<file path="config.mk">
export PLATFORM = sky130hd
export DESIGN_NAME = uart_tx
export DESIGN_NICKNAME = d
export VERILOG_FILES = /design/src/rtl/uart_tx.sv
export SDC_FILE = /design/constraint.sdc
export NUM_CORES = 1
export LEC_CHECK = 0
export ABC_AREA = 1
export CAP_MARGIN = 30
export CORE_MARGIN = 1.5
export CORE_UTILIZATION = 32
export DETAILED_ROUTE_END_ITERATION = 8
export GPL_TIMING_DRIVEN = 0
export HOLD_SLACK_MARGIN = 0.1
export PLACE_DENSITY_LB_ADDON = 0.05
export SYNTH_ARGS = -nofsm -noshare
export SYNTH_HDL_FRONTEND = slang
export SYNTH_SLANG_ARGS = --single-unit
</file>
<file path="constraint.sdc">
create_clock -name tx_clk -period 1.69 [get_ports tx_clk]
set_clock_uncertainty 0.1 [all_clocks]
set_input_delay 0.338 -clock tx_clk [delete_from_list [all_inputs] [get_ports tx_clk]]
set_output_delay 0.338 -clock tx_clk [all_outputs]
set_load 0.05 [all_outputs]
</file>
<file path="src/rtl/uart_tx.sv">
// 8N1 UART transmitter with a single-entry holding buffer; a byte queued while a
// frame is on the line follows it directly with no idle gap.
module uart_tx #(
    parameter int unsigned CLKS_PER_BIT = 521,
    localparam int unsigned CNT_W = $clog2(CLKS_PER_BIT)
) (
    input  logic       tx_clk,
    input  logic       tx_rst_n,
    input  logic       tx_start,
    input  logic [7:0] tx_data,
    output logic       tx_ready,
    output logic       tx_out,
    output logic       tx_busy,
    output logic       tx_done
);

    typedef enum logic [1:0] {StIdle, StStart, StDataBurst, StStop} state_e;

    localparam logic [CNT_W-1:0] CntLast = CNT_W'(CLKS_PER_BIT - 1);
    // tx_done is registered, so it is raised one count early to land on the last cycle.
    localparam logic [CNT_W-1:0] CntDone = CNT_W'(CLKS_PER_BIT - 2);

    state_e           state_q;
    logic [CNT_W-1:0] count_q;
    logic [2:0]       bit_idx_q;
    logic [7:0]       shift_q;
    logic [7:0]       hold_q;
    logic             hold_valid_q;

    assign tx_ready = !hold_valid_q;

    always_ff @(posedge tx_clk or negedge tx_rst_n) begin
        if (!tx_rst_n) begin
            state_q      <= StIdle;
            count_q      <= '0;
            bit_idx_q    <= '0;
            shift_q      <= '0;
            hold_q       <= '0;
            hold_valid_q <= 1'b0;
            tx_out       <= 1'b1;
            tx_busy      <= 1'b0;
            tx_done      <= 1'b0;
        end else begin
            tx_done <= 1'b0;
            if (tx_start && !hold_valid_q) begin
                hold_q       <= tx_data;
                hold_valid_q <= 1'b1;
            end
            unique case (state_q)
                StIdle: begin
                    tx_out <= 1'b1;
                    if (hold_valid_q) begin
                        shift_q      <= hold_q;
                        hold_valid_q <= 1'b0;
                        count_q      <= '0;
                        state_q      <= StStart;
                        tx_out       <= 1'b0;
                        tx_busy      <= 1'b1;
                    end
                end
                StStart: begin
                    if (count_q == CntLast) begin
                        count_q   <= '0;
                        bit_idx_q <= '0;
                        state_q   <= StDataBurst;
                        tx_out    <= shift_q[0];
                    end else begin
                        count_q <= count_q + 1'b1;
                    end
                end
                StDataBurst: begin
                    if (count_q == CntLast) begin
                        count_q <= '0;
                        if (bit_idx_q == 3'd7) begin
                            state_q <= StStop;
                            tx_out  <= 1'b1;
                        end else begin
                            bit_idx_q <= bit_idx_q + 3'd1;
                            tx_out    <= shift_q[bit_idx_q + 3'd1];
                        end
                    end else begin
                        count_q <= count_q + 1'b1;
                    end
                end
                StStop: begin
                    if (count_q == CntLast) begin
                        count_q <= '0;
                        if (hold_valid_q) begin
                            shift_q      <= hold_q;
                            hold_valid_q <= 1'b0;
                            state_q      <= StStart;
                            tx_out       <= 1'b0;
                        end else begin
                            state_q <= StIdle;
                            tx_busy <= 1'b0;
                        end
                    end else begin
                        count_q <= count_q + 1'b1;
                        if (count_q == CntDone) begin
                            tx_done <= 1'b1;
                        end
                    end
                end
                default: state_q <= StIdle;
            endcase
        end
    end

endmodule

</file>
# ---- Word level (Yosys, flattened, before mapping)
# Index checks and enable logic that the tools add are counted.
dict set report classes {
  n_mux 37
  div_mod_pow 0
  reduce_logical 11
  addsub 2
  eq_ne 14
  order_cmp 1
  bitwise_logic 0
  n_shift 0
  mul 0
}
# operator count
set op_table {}
lappend op_table {{10-bit equality test, second input constant} 2}
lappend op_table {{10-bit 2-to-1 mux} 2}
lappend op_table {{10-bit case mux with 2 select lines} 1}
lappend op_table {{1-bit 2-to-1 mux} 17}
lappend op_table {{8-bit 2-to-1 mux} 2}
lappend op_table {{2-bit inequality test, second input constant} 8}
lappend op_table {{8-bit case mux with 2 select lines} 1}
lappend op_table {{4-bit AND reduction} 3}
lappend op_table {{10-bit by 1-bit adder with 10-bit output, second input constant} 1}
lappend op_table {{2-bit 2-to-1 mux} 5}
lappend op_table {{3-bit 2-to-1 mux} 3}
lappend op_table {{2-bit case mux with 4 select lines} 1}
lappend op_table {{3-bit case mux with 2 select lines} 1}
lappend op_table {{5-bit AND reduction} 1}
lappend op_table {{2-bit equality test, second input constant} 2}
lappend op_table {{3-bit by 4-bit < comparator with 1-bit output, second input constant} 1}
lappend op_table {{1-bit case mux with 2 select lines} 2}
lappend op_table {{1-bit case mux with 4 select lines} 1}
lappend op_table {{2-bit nonzero test} 2}
lappend op_table {{3-bit by 1-bit adder with 3-bit output, second input constant} 1}
lappend op_table {{1-bit binary-select mux with 3-bit select} 1}
lappend op_table {{3-bit equality test, second input constant} 1}
lappend op_table {{3-bit OR reduction} 1}
lappend op_table {{2-bit by 1-bit equality test with 1-bit output, second input constant} 1}
lappend op_table {{other kinds (4)} 4}
dict set report word_totals {
  wordCells 74
  memories 0
  mem_bits_ro 0
  ramBits 0
  register_bits 35
  latch_bits 0
}

# ---- Longest topological paths before layout
# Gate-level depths: netlist of the first run.
dict set report logic_depth {
  ltp_word 6
  depth_mapped 10
  ltp_nobuf 10
}

# ---- Least setup slack after synthesis of the first run
# OpenSTA, ideal clock, no wires.
dict set report synth_path {
  path_kind {reg2reg}
  startpoint {register state_q[0]}
  endpoint {register count_q[8]}
  period_less_slack_ns 1.638
  required_time_ns 1.466
  stages_incl_launch_ff 10
  n_path_buf 1
  arrival_ns 1.415
  path_slack_ns 0.052
  path_cell_list {dfrtp_1 > inv_1 > ha_1 > inv_1 > nor2_1 > buf_6 > nor2_1 > nand2_1 > xor2_1 > nor2_1}
}
dict set report synth_between {
  elab_chain_len 3
  elab_cells_between_ends 7
  classes_between {4 x eq/ne; 1 x mux; 2 x reduce/logical}
}
# element line
set synth_lines {}
lappend synth_lines {{start: declaration} 23} ;# state_e state_q;
lappend synth_lines {{start signal: assignment} 34} ;# state_q <= StIdle;
lappend synth_lines {{start signal: assignment} 56} ;# state_q <= StStart;
lappend synth_lines {{start signal: assignment} 65} ;# state_q <= StDataBurst;
lappend synth_lines {{2-bit equality test or 2-bit by 1-bit equality test with 1-bit output (tied branches)} 49} ;# unique case (state_q)
lappend synth_lines {{3-bit OR reduction (no source line)} --}
lappend synth_lines {{10-bit case mux with 2 select lines} 49}
lappend synth_lines {{end signal: assignment} 68} ;# count_q <= count_q + 1'b1;
lappend synth_lines {{end signal: assignment} 82} ;# count_q <= count_q + 1'b1;
lappend synth_lines {{end signal: assignment} 98} ;# count_q <= count_q + 1'b1;
lappend synth_lines {{end: declaration} 24} ;# logic [CNT_W-1:0] count_q;
# Parallel ways exist; a longest one is shown, timed or not.
# A chain may end at the register's enable or synchronous reset.

# ---- Final worst setup path of the first run
dict set report layout_path {
  startpoint {register count_q[1]}
  endpoint {register count_q[7]}
}
dict set report layout_between {
  elab_chain_len 3
  elab_cells_between_ends 4
  classes_between {1 x add/sub; 1 x eq/ne; 2 x mux}
}
# element line
set layout_lines {}
lappend layout_lines {{10-bit by 1-bit adder with 10-bit output or 10-bit equality test (tied branches)} --}
lappend layout_lines {{10-bit 2-to-1 mux (*)} {62, 72, 86}}
lappend layout_lines {{10-bit case mux with 2 select lines (*)} 49}
# Mark *: on every way between the ends. The rest lies on a longest branch, timed or not.

==> metrics.yaml, run 1 <==
worst_setup_path:
  slowest_delay_ns: 0.41
  cp.depth: 8
  arrival_ns: 1.71
  cp_cell_sequence: "inv_2 > ha_4 > nand2_4 > nor2_4 > nand2_4 > a21oi_4 > o21bai_1 > a21oi_1"
  crit_required_ns: 1.76
  cp-end-kind: "flop"
  path_common_cell: "nand2_4"
  slowest_stage: "dfrtp_1"
  worstSetupPathType: "flop to flop"
  cp_max_fo: 8
  crit_family: "compound AO/OA/AOI/OAI gates"
  path_buf_inv: 1
  worst_setup_path_start_kind: "flop"
  r2r_cells: 8
synth:
  async_flop_share_pct: 100.0
  ys_warn_count: 0
  post_synth_instance_area_um2: 1846
  ys_ff_latch: 35
  synth_top_flop_cell: "dfrtp_1"
  ys_seq_area_share_pct: 47.53
  post_synth.cell_area_avg_um2: 8.313
  netlist_instances: 222
  synth_nets: 242
  synth_edf_count: 0
  netlist-cell-type-count: 30
power:
  seq_power_share_pct: 32.4
  power_density_nw_per_um2: 1647
  p_int_mw: 2.380
  p_switching_mw: 1.676
  clkPwrFrac_pct: 16.6
  ir_worst_vdd_mv: 0.9527
  power_mw: 4.056
  share_comb_of_total_power_pct: 50.9
  switching_share_pct: 41.33
  p_leak_nw: 1.138
grt:
  grt_pass1_vias: 1431
  grt_usage_pct: 14.40
  grt_pass1_wl_mm: 6.851
  grt_max_degree: 36
  overflow: 0
  antenna_found_initial: 0
drt:
  vias: 1511
  vias_per_cell: 4.497
  drt_iter0_markers: 77
  dr.pass1.iters: 4
  antenna_left: 0
  finalWirelength_mm: 4.113
  post_drt_wl_per_cell_um: 12.24
  drc: 0
placed_design:
  place_area_um2: 2071
  port_buffers: 14
  place_hpwl_mm: 2.709
  gp_congestion: 0.7954
cells_and_area:
  antenna_cells: 0
  final_common_cell: "nand2_1"
  area_delta_synth_final_pct: 33.42
  final_area_um2: 2462
  fin_nets: 283
  layout-drive-gt1-share_pct: 25.76
  layout_common_cells: "nand2_1, dfrtp_1, nand3_1"
cts:
  cts.htree.levels: 2
  clock_latency_ns: 0.29
  cts.sinks: 35
  root_buffer: "clkbuf_8"
  cts_made_buffers: 5
  cts_tree: "done"
  clk_pin_slew_ns: 0.07
  clock_path_buffers: 2
timing:
  setup_viol: 0
  fmax_mhz: 613.1
  min_period_over_period_pct: 96.51
  slew_headroom_pct: 46.08
  period_minus_slack_ns: 1.631
  whs_ns: 0.3749
  drv_slew: 0
  hold_viol_final: 0
  worstMarginPinSlew_ns: 0.8088
  rsz0062_at_grt: "true"
worst_hold_path:
  hp-class: "flop to flop"
  holdPathStages: 2
die:
  die_y_um: 78.94
  start_util_pct: 33.31
  rows: 27
  die_w_um: 78.94
  core_um2: 5540
  dieArea_um2: 6232
  ios: 15
run_status:
  status: "completed"
flow_run:
  drv_cap: 0
[worst min-delay path, delay by kind of cell, from the launching register on]
family / cells / cell delay, ns
simple gates: 2 / 0.11
flops: 1 / 0.34
[final cells by class]
type,count,area [um^2]
multi-input combinational,159,964.7
fill,598,3078
inverter,26,100.1
timing repair buffer,34,301.5
sequential,35,879.6
buffer,2,26.28
tap,72,90.09
clock buffer,8,100.1
[per-stage QoR]
stage	instances	worst slack, ns	utilization (%)	setup TNS, ns
6_report	336	0.05906	44.44	0
3_3_place_gp	308	-0.7323	37.47	-28.30
4_1_cts	321	-0.007586	40.54	-0.007586
2_1_floorplan	222	0.05156	-	0
5_1_grt	336	-0.05654	44.44	-0.2586
3_5_place_dp	308	-0.2116	37.38	-3.042
[sequential cells by signal, indices dropped and copies added (netlist names)]
| register | flops |
|---|---|
| count_q | 10 |
| hold_q | 8 |
| shift_q | 8 |
| bit_idx_q | 3 |
| state_q | 2 |
| hold_valid_q | 1 |
| tx_busy | 1 |
| tx_done | 1 |
| tx_out | 1 |
[per-layer routing]
metal | global-route usage, % | part of all wire [%] | vias to the layer above
met2 | 20.26 | 43 | 22
met3 | 3.793 | 3.2 | 4
met4 | 5.263 | 0.92 | 0
met5 | 0 | 0 | -
li1 | - | - | 796
met1 | 21.09 | 53 | 689
[kinds of logic (layout without fill, tap and decap cells)]
kind of cell / after synthesis / count (layout) / synth area share, %
flops: 35 / 35 / 47.53
compound gates: 19 / 19 / 6.848
simple gates: 128 / 128 / 31.59
fa+ha+maj: 9 / 9 / 6.102
xor+xnor: 3 / 3 / 1.424
buf+inv: 28 / 70 / 6.509
[power groups by stage]
stage | Sequential [mW] | Clock [mW] | Combinational [mW]
floorplan | 1.35 | 0 | 1.11
finish | 1.32 | 0.674 | 2.07
detailed placement | 1.33 | 0 | 1.54
CTS | 1.31 | 0.705 | 1.67
global route | 1.35 | 0.737 | 2.32
global placement | 1.33 | 0 | 1.55
[path summary, 6_finish.rpt]
kind	start	end	slack (ns)
worst max register to register	count_q[1]$_DFFE_PN0N_	count_q[7]$_DFFE_PN0N_	0.06
min in group asynchronous	tx_rst_n	count_q[4]$_DFFE_PN0N_	0.57
max in group asynchronous	tx_rst_n	state_q[0]$_DFFE_PN0P_	0.35
worst min register to register	shift_q[2]$_DFFE_PN0P_	shift_q[2]$_DFFE_PN0P_	0.37
worst max-delay path	count_q[1]$_DFFE_PN0N_	count_q[7]$_DFFE_PN0N_	0.06
worst min-delay path	shift_q[2]$_DFFE_PN0P_	shift_q[2]$_DFFE_PN0P_	0.37
[cell usage after synthesis (2+ instances only)]
| master | count | share of area, % |
|---|---|---|
| nor4_1 | 2 | 0.68 |
| inv_1 | 24 | 4.9 |
| xor2_1 | 3 | 1.4 |
| nor2_1 | 14 | 2.8 |
| nand4_1 | 2 | 0.68 |
| nor3_1 | 6 | 1.6 |
| nand2_2 | 2 | 0.68 |
| nand2_4 | 2 | 1.2 |
| nand3_1 | 22 | 6.0 |
| inv_2 | 2 | 0.41 |
| buf_6 | 2 | 1.2 |
| dfrtp_1 | 34 | 46 |
| nor3_2 | 2 | 1.1 |
| nor2_2 | 3 | 1.0 |
| nand2_1 | 70 | 14 |
| a21oi_2 | 2 | 0.95 |
| ha_1 | 9 | 6.1 |
| a21oi_1 | 2 | 0.54 |
| o21ai_0 | 7 | 1.9 |
| o21ai_1 | 2 | 0.54 |
[what timing repair did]
action                     4_1_cts  5_1_grt
setup buffers                    4       14
gates cloned                     0        1
hold buffers                     1        0
pin swaps                        4       15
resized for setup               22       26
setup endpoints to repair       29       20
hold endpoints to repair        34        0
No activity file was read; power rests on OpenSTA's default activity.
==> run 2, diff against run 1 <==
--- a/config.mk
+++ b/config.mk
@@ -9,6 +9,7 @@
 export CAP_MARGIN = 30
 export CORE_MARGIN = 1.5
 export CORE_UTILIZATION = 32
+export CTS_BUF_LIST = sky130_fd_sc_hd__clkbuf_8 sky130_fd_sc_hd__clkbuf_16
 export DETAILED_ROUTE_END_ITERATION = 8
 export GPL_TIMING_DRIVEN = 0
 export HOLD_SLACK_MARGIN = 0.1
==> constraint.sdc (replaced) <==
create_clock -name tx_clk -period 1.69 [get_ports tx_clk]
set_clock_uncertainty 0.1 [all_clocks]
set_input_delay 0.338 -clock tx_clk [delete_from_list [all_inputs] [get_ports tx_clk]]
set_output_delay 0.338 -clock tx_clk [all_outputs]
set_load 0.1 [all_outputs]
==> run 2 against run 1 <==
  * Final cell count down 0.30%
  * Sequential share of layout area down 0.43 points
  * Global-route usage down 0.21 points
  * Critical path depth up 1
  * Setup slack worse by 0.018 ns
  * Largest power group unchanged
==> metrics.yaml, run 2 (synthesized netlist as in run 1, its figures left out) <==
worst_hold_path:
  hp-class: "flop to flop"  # unchanged
  holdPathStages: 2  # unchanged
cells_and_area:
  regMostFlops: "count_q"  # unchanged
  layout-drive-gt1-share_pct: 28.14  # was 25.76%
  fin_nets: 282  # was 283
  final_common_cell: "nand2_1"  # unchanged
  antenna_cells: 0  # unchanged
  area_delta_synth_final_pct: 35.05  # was 33.42%
  largest_register_ffs: 10  # unchanged
  top_regs: "count_q x10, hold_q x8, shift_q x8"  # unchanged
  layout_common_cells: "nand2_1, dfrtp_1, nand3_1"  # unchanged
  final_area_um2: 2492  # was 2462 um^2
die:
  ios: 15  # unchanged
  die_w_um: 78.94  # unchanged
  dieArea_um2: 6232  # unchanged
  core_um2: 5540  # unchanged
  rows: 27  # unchanged
  start_util_pct: 33.31  # unchanged
  die_y_um: 78.94  # unchanged
placed_design:
  port_buffers: 14  # unchanged
  place_area_um2: 2086  # was 2071 um^2
  gp_congestion: 0.7999  # was 0.7954
  place_hpwl_mm: 2.747  # was 2.709 mm
  place_ws_ns: -0.5018  # was -0.2116 ns
cts:
  clock_path_buffers: 2  # unchanged
  cts_made_buffers: 5  # unchanged
  cts.sinks: 35  # unchanged
  root_buffer: "clkbuf_8"  # unchanged
  clk_pin_slew_ns: 0.07  # about the same
  cts_tree: "done"  # unchanged
  cts.htree.levels: 2  # unchanged
  clock_latency_ns: 0.29  # about the same
grt:
  grt_usage_pct: 14.19  # was 14.40%
  grt_pass1_wl_mm: 6.803  # was 6.851 mm
  grt_pass1_vias: 1427  # was 1431
  use_met2_pct: 21.03  # was 20.26%
  busiest_layer: "met2"  # was met1
  grtUsageMet3_pct: 4.483  # was 3.793%
  antenna_found_initial: 0  # unchanged
  grt_max_degree: 36  # unchanged
  overflow: 0  # unchanged
  use_met1_pct: 19.83  # was 21.09%
timing:
  hold_viol_final: 0  # unchanged
  worstMarginPinSlew_ns: 0.7991  # was 0.8088 ns
  fmax_mhz: 606.5  # was 613.1 MHz
  min_period_over_period_pct: 97.57  # was 96.51%
  whs_ns: 0.3780  # was 0.3749 ns
  worst_slack_ns: 0.04111  # was 0.05906 ns
  period_minus_slack_ns: 1.649  # was 1.631 ns
  setup_viol: 0  # unchanged
  tns_ns: 0  # unchanged
  drv_slew: 0  # unchanged
  rsz0062_at_grt: "true"  # unchanged
  slew_headroom_pct: 46.72  # was 46.08%
worst_setup_path:
  cp_cell_sequence: "inv_2 > ha_4 > inv_4 > nor2_4 > buf_8 > buf_6 > nor3_4 > nand2_1 > a211oi_2"  # was inv_2 > ha_4 > nand2_4 > nor2_4 > nand2_4 > a21oi_4 > o21bai_1 > a21oi_1
  worst_setup_path_start_kind: "flop"  # unchanged
  worstSetupPathType: "flop to flop"  # unchanged
  slowest_delay_ns: 0.37  # was 0.41 ns
  r2r_cells: 9  # was 8
  slowest_stage: "dfrtp_1"  # unchanged
  cp-end-kind: "flop"  # unchanged
  cp_max_fo: 6  # was 8
  arrival_ns: 1.76  # was 1.71 ns
  crit_required_ns: 1.80  # was 1.76 ns
run_status:
  status: "completed"  # unchanged
flow_run:
  drv_cap: 0  # unchanged
drt:
  dr.pass1.iters: 4  # unchanged
  drt_iter0_markers: 78  # was 77
  finalWirelength_mm: 4.235  # was 4.113 mm
  drc: 0  # unchanged
  vias_per_cell: 4.522  # was 4.497
  vias: 1515  # was 1511
  post_drt_wl_per_cell_um: 12.64  # was 12.24 um
  antenna_left: 0  # unchanged
power:
  ir_worst_vdd_mv: 0.8463  # was 0.9527 mV
  power_density_nw_per_um2: 1770  # was 1647 nW/um^2
  p_leak_nw: 1.137  # was 1.138 nW
  power_mw: 4.412  # was 4.056 mW
## run 2: worst max-delay path: cells and delay by family, from the launching register on
family	cells	cell delay, ns
buf+inv	4	0.42
flops	1	0.37
simple gates	3	0.33
fa+ha+maj	1	0.18
compound gates	1	0.17
## run 2: layer usage
metal / wire [um] / vias up
li1: - / 797
met2: 1915 / 19
met3: 121 / 5
met5: 0 / -
met4: 47 / 0
met1: 2150 / 694
## run 2: final cells by class
| type | count | area (um^2) |
|---|---|---|
| timing repair buffer | 32 | 286.5 |
| fill | 586 | 3048 |
| buffer | 2 | 26.28 |
| multi-input combinational | 160 | 993.5 |
| clock inverter | 3 | 43.79 |
| clock buffer | 5 | 68.82 |
| sequential | 35 | 879.6 |
| tap | 72 | 90.09 |
| inverter | 26 | 103.9 |
## run 2: path summary, 6_finish.rpt
| path | start | endpoint | slack, ns |
|---|---|---|---|
| max in group asynchronous | tx_rst_n | bit_idx_q[0]$_DFFE_PN0P_ | 0.37 |
| setup reg to reg | state_q[1]$_DFFE_PN0P_ | count_q[6]$_DFFE_PN0N_ | 0.04 |
| hold / removal | hold_q[7]$_DFFE_PN0P_ | hold_q[7]$_DFFE_PN0P_ | 0.38 |
| min in group asynchronous | tx_rst_n | hold_valid_q$_DFF_PN0_ | 0.57 |
| setup / recovery | state_q[1]$_DFFE_PN0P_ | count_q[6]$_DFFE_PN0N_ | 0.04 |
| hold reg to reg | hold_q[7]$_DFFE_PN0P_ | hold_q[7]$_DFFE_PN0P_ | 0.38 |
## run 2: repair_timing
action / in CTS / in global routing
pin swaps: 1 / 15
endpoints found under the hold margin: 34 / 0
hold buffers: 1 / 0
gates resized for setup: 25 / 33
endpoints found under the setup margin: 21 / 27
gates cloned: 0 / 1
buffers inserted: 3 / 14
## run 2: report_power, final
| part | total (mW) | internal (mW) | switching [mW] | leakage [nW] |
|---|---|---|---|---|
| clock network | 0.764 | 0.439 | 0.325 | 0.0581 |
| logic | 2.33 | 0.940 | 1.39 | 0.631 |
| registers | 1.32 | 1.12 | 0.194 | 0.448 |
| total | 4.41 | 2.50 | 1.91 | 1.14 |
## run 2: metrics by stage
step / utilization (%) / instances
after global routing: 44.99 / 335
final: 44.99 / 335
after floorplan: - / 222
after CTS: 40.76 / 320
after global placement: 37.74 / 308
after detailed placement: 37.65 / 308
==> run 3, diff against run 2 <==
==> constraint.sdc (replaced) <==
create_clock -name tx_clk -period 2 [get_ports tx_clk]
set_clock_uncertainty 0.1 [all_clocks]
set_input_delay 0.4 -clock tx_clk [delete_from_list [all_inputs] [get_ports tx_clk]]
set_output_delay 0.4 -clock tx_clk [all_outputs]
set_load 0.1 [all_outputs]
==> run 3 against run 2 <==
  * Non-clock buffer count fell by 16
  * Register-to-register slack gained 0.11 ns
  * Core utilization down 5.5 points
  * Clock-buffer cell count increased by 2
  * Sequential power fell by 15%
  * Critical path depth fell by 8
  * Clock power is 26% lower
  * Via count down 6.6%
  * Setup slack about the same
  * Die area unchanged
  * Critical endpoint is now tx_done
  * Largest cell class is now registers
  * Largest power group unchanged
  * Highest routed layer unchanged
==> metrics.yaml, run 3 (synthesized netlist as in run 1, its figures left out) <==
run_status:
  status: "completed"  # unchanged
drt:
  vias: 1415  # was 1515
  finalWirelength_mm: 3.802  # was 4.235 mm
  drc: 0  # unchanged
  drt_iter0_markers: 73  # was 78
  post_drt_wl_per_cell_um: 11.96  # was 12.64 um
  dr.pass1.iters: 4  # unchanged
  vias_per_cell: 4.450  # was 4.522
  antenna_left: 0  # unchanged
worst_setup_path:
  rrSetupSlack_ns: 0.15  # was 0.04 ns
  cp.depth: 1  # was 9
  worstSetupPathType: "flop to output port"  # was flop to flop
  worst_setup_path_start_kind: "flop"  # unchanged
  crit-reg2reg-launch: "state_q[1]$_DFFE_PN0P_"  # unchanged
  crit_required_ns: 1.50  # was 1.80 ns
  cp_max_fo: 1  # was 6
  path_buf_inv: 1  # was 4
  arrival_ns: 1.46  # was 1.76 ns
  cp-end-kind: "output port"  # was flop
  slowest_stage: "dlygate4sd2_1"  # was dfrtp_1
  crit_family: "buffers and inverters"  # unchanged
  critPathCapture: "tx_done"  # was count_q[6]$_DFFE_PN0N_
  r2r_end: "count_q[8]$_DFFE_PN0N_"  # was count_q[6]$_DFFE_PN0N_
  r2r_cells: 9  # unchanged
  cp_cell_sequence: "dlygate4sd2_1"  # was inv_2 > ha_4 > inv_4 > nor2_4 > buf_8 > buf_6 > nor3_4 > nand2_1 > a211oi_2
  slowest_delay_ns: 0.85  # was 0.37 ns
  crit_start: "tx_done$_DFF_PN0_"  # was state_q[1]$_DFFE_PN0P_
die:
  die_y_um: 78.94  # unchanged
  dieArea_um2: 6232  # unchanged
  rows: 27  # unchanged
  start_util_pct: 33.31  # unchanged
  die_w_um: 78.94  # unchanged
  ios: 15  # unchanged
  core_um2: 5540  # unchanged
timing:
  fmax_mhz: 510.5
  rsz0062_at_grt: "true"  # unchanged
  tns_ns: 0  # unchanged
  setup_viol: 0  # unchanged
  worstMarginPinSlew_ns: 0.9700  # was 0.7991 ns
  hold_viol_final: 0  # unchanged
  slew_headroom_pct: 35.59  # was 46.72%
  drv_slew: 0  # unchanged
  period_minus_slack_ns: 1.959
  min_period_over_period_pct: 97.94
grt:
  busiest_layer: "met1"  # was met2
  grtUsageMet3_pct: 3.793  # was 4.483%
  antenna_found_initial: 0  # unchanged
  grt_usage_pct: 14.13  # was 14.19%
  grt_pass1_vias: 1393  # was 1427
  grt_max_degree: 36  # unchanged
  overflow: 0  # unchanged
  use_met1_pct: 21.07  # was 19.83%
  use_met2_pct: 19.31  # was 21.03%
  grt_pass1_wl_mm: 6.727  # was 6.803 mm
flow_run:
  drv_cap: 0  # unchanged
cells_and_area:
  antenna_cells: 0  # unchanged
  layout-drive-gt1-share_pct: 14.23  # was 28.14%
  fin_cells: 318  # was 335
  final_common_cell: "nand2_1"  # unchanged
  fill_cells: 619  # was 586
  area_delta_synth_final_pct: 18.44  # was 35.05%
  largest_register_ffs: 10  # unchanged
  top_regs: "count_q x10, hold_q x8, shift_q x8"  # unchanged
  layout_common_cells: "nand2_1, dfrtp_1, inv_1"  # was nand2_1, dfrtp_1, nand3_1
  fin_nets: 265  # was 282
  regMostFlops: "count_q"  # unchanged
power:
  ir_worst_vdd_mv: 0.9358  # was 0.8463 mV
  p_leak_nw: 1.043  # was 1.137 nW
  power_density_nw_per_um2: 1407  # was 1770 nW/um^2
placed_design:
  port_buffers: 14  # unchanged
  place_hpwl_mm: 2.709  # was 2.747 mm
  dp_cells: 308  # unchanged
  gp_congestion: 0.7954  # was 0.7999
cts:
  cts_hold_buf: 0  # was 1
  clock_latency_ns: 0.29  # about the same
  clk_pin_slew_ns: 0.07  # about the same
  cts.htree.levels: 2  # unchanged
  root_buffer: "clkbuf_8"  # unchanged
  clock_path_buffers: 2  # unchanged
  cts_tree: "done"  # unchanged
  cts_made_buffers: 5  # unchanged
  cts.sinks: 35  # unchanged
worst_hold_path:
  hp-class: "primary input to async pin"  # was flop to flop
-- run 3: cell count changes in the layout (fill, tap and decap cells not counted), moves of 2 or more --
cell	delta
clkbuf_8	+2
nand2_1	+3
inv_1	+8
ha_2	-3
ha_1	+6
nor2_1	+2
buf_4	-14
inv_2	-5
ha_4	-3
nor2_4	-4
-- run 3: layer usage --
metal | share of wire (%) | up-vias
met5 | 0 | -
met4 | 1.2 | 0
met3 | 3.7 | 4
met2 | 40 | 21
met1 | 56 | 632
li1 | - | 758
-- run 3: what timing repair did --
item	in CTS	in global routing
resized for setup	11	4
gates cloned	0	0
pin swaps	0	1
buffers inserted	0	2
endpoints found under the setup margin	4	5
-- run 3: through the flow --
stage / hold WS (ns) / utilization (%) / cell area, um^2 / power (mW) / setup slack, ns
final: 0.09961 / 39.45 / 2186 / 3.074 / 0.04112
after global routing: 0.1622 / 39.45 / 2186 / 3.365 / -0.003509
after CTS: 0.1308 / 39.09 / 2166 / 3.109 / 0.02020
after detailed placement: 0.3612 / 37.38 / 2071 / 2.538 / -0.2853
after global placement: 0.3572 / 37.47 / 2076 / 2.540 / -0.4843
after floorplan: 0.004409 / - / 1846 / 2.189 / 0.2517
-- run 3: how the worst min path moves through the flow --
stage                                    end  cells past startpoint  slack, ns                   start
floorplan           bit_idx_q[0]$_DFFE_PN0P_                      0      0.004                tx_rst_n
global placement      shift_q[6]$_DFFE_PN0P_                      2       0.36  shift_q[6]$_DFFE_PN0P_
detailed placement    shift_q[2]$_DFFE_PN0P_                      2       0.36  shift_q[2]$_DFFE_PN0P_
CTS                   count_q[3]$_DFFE_PN0N_                      1       0.13                tx_rst_n
global route          count_q[3]$_DFFE_PN0N_                      1       0.16                tx_rst_n
finish              bit_idx_q[2]$_DFFE_PN0P_                      1        0.1                tx_rst_n
-- run 3: power breakdown --
part,switching (mW),internal (mW),total (mW)
Sequential,0.168,0.948,1.12
Combinational,0.947,0.446,1.39
Clock,0.256,0.309,0.566
Total,1.37,1.70,3.07
-- run 3: final cells by class --
cell class / instances / area, um^2 / area share [%]
repair buffers: 16 / 140.1 / 6.411
multi-input cells: 159 / 857.1 / 39.21
well taps: 72 / 90.09 / 4.121
clock inverters: 1 / 3.754 / 0.1717
clock buffers: 7 / 96.34 / 4.408
inverters: 26 / 97.59 / 4.465
plain buffers: 2 / 22.52 / 1.030
flip-flops and latches: 35 / 878.3 / 40.18
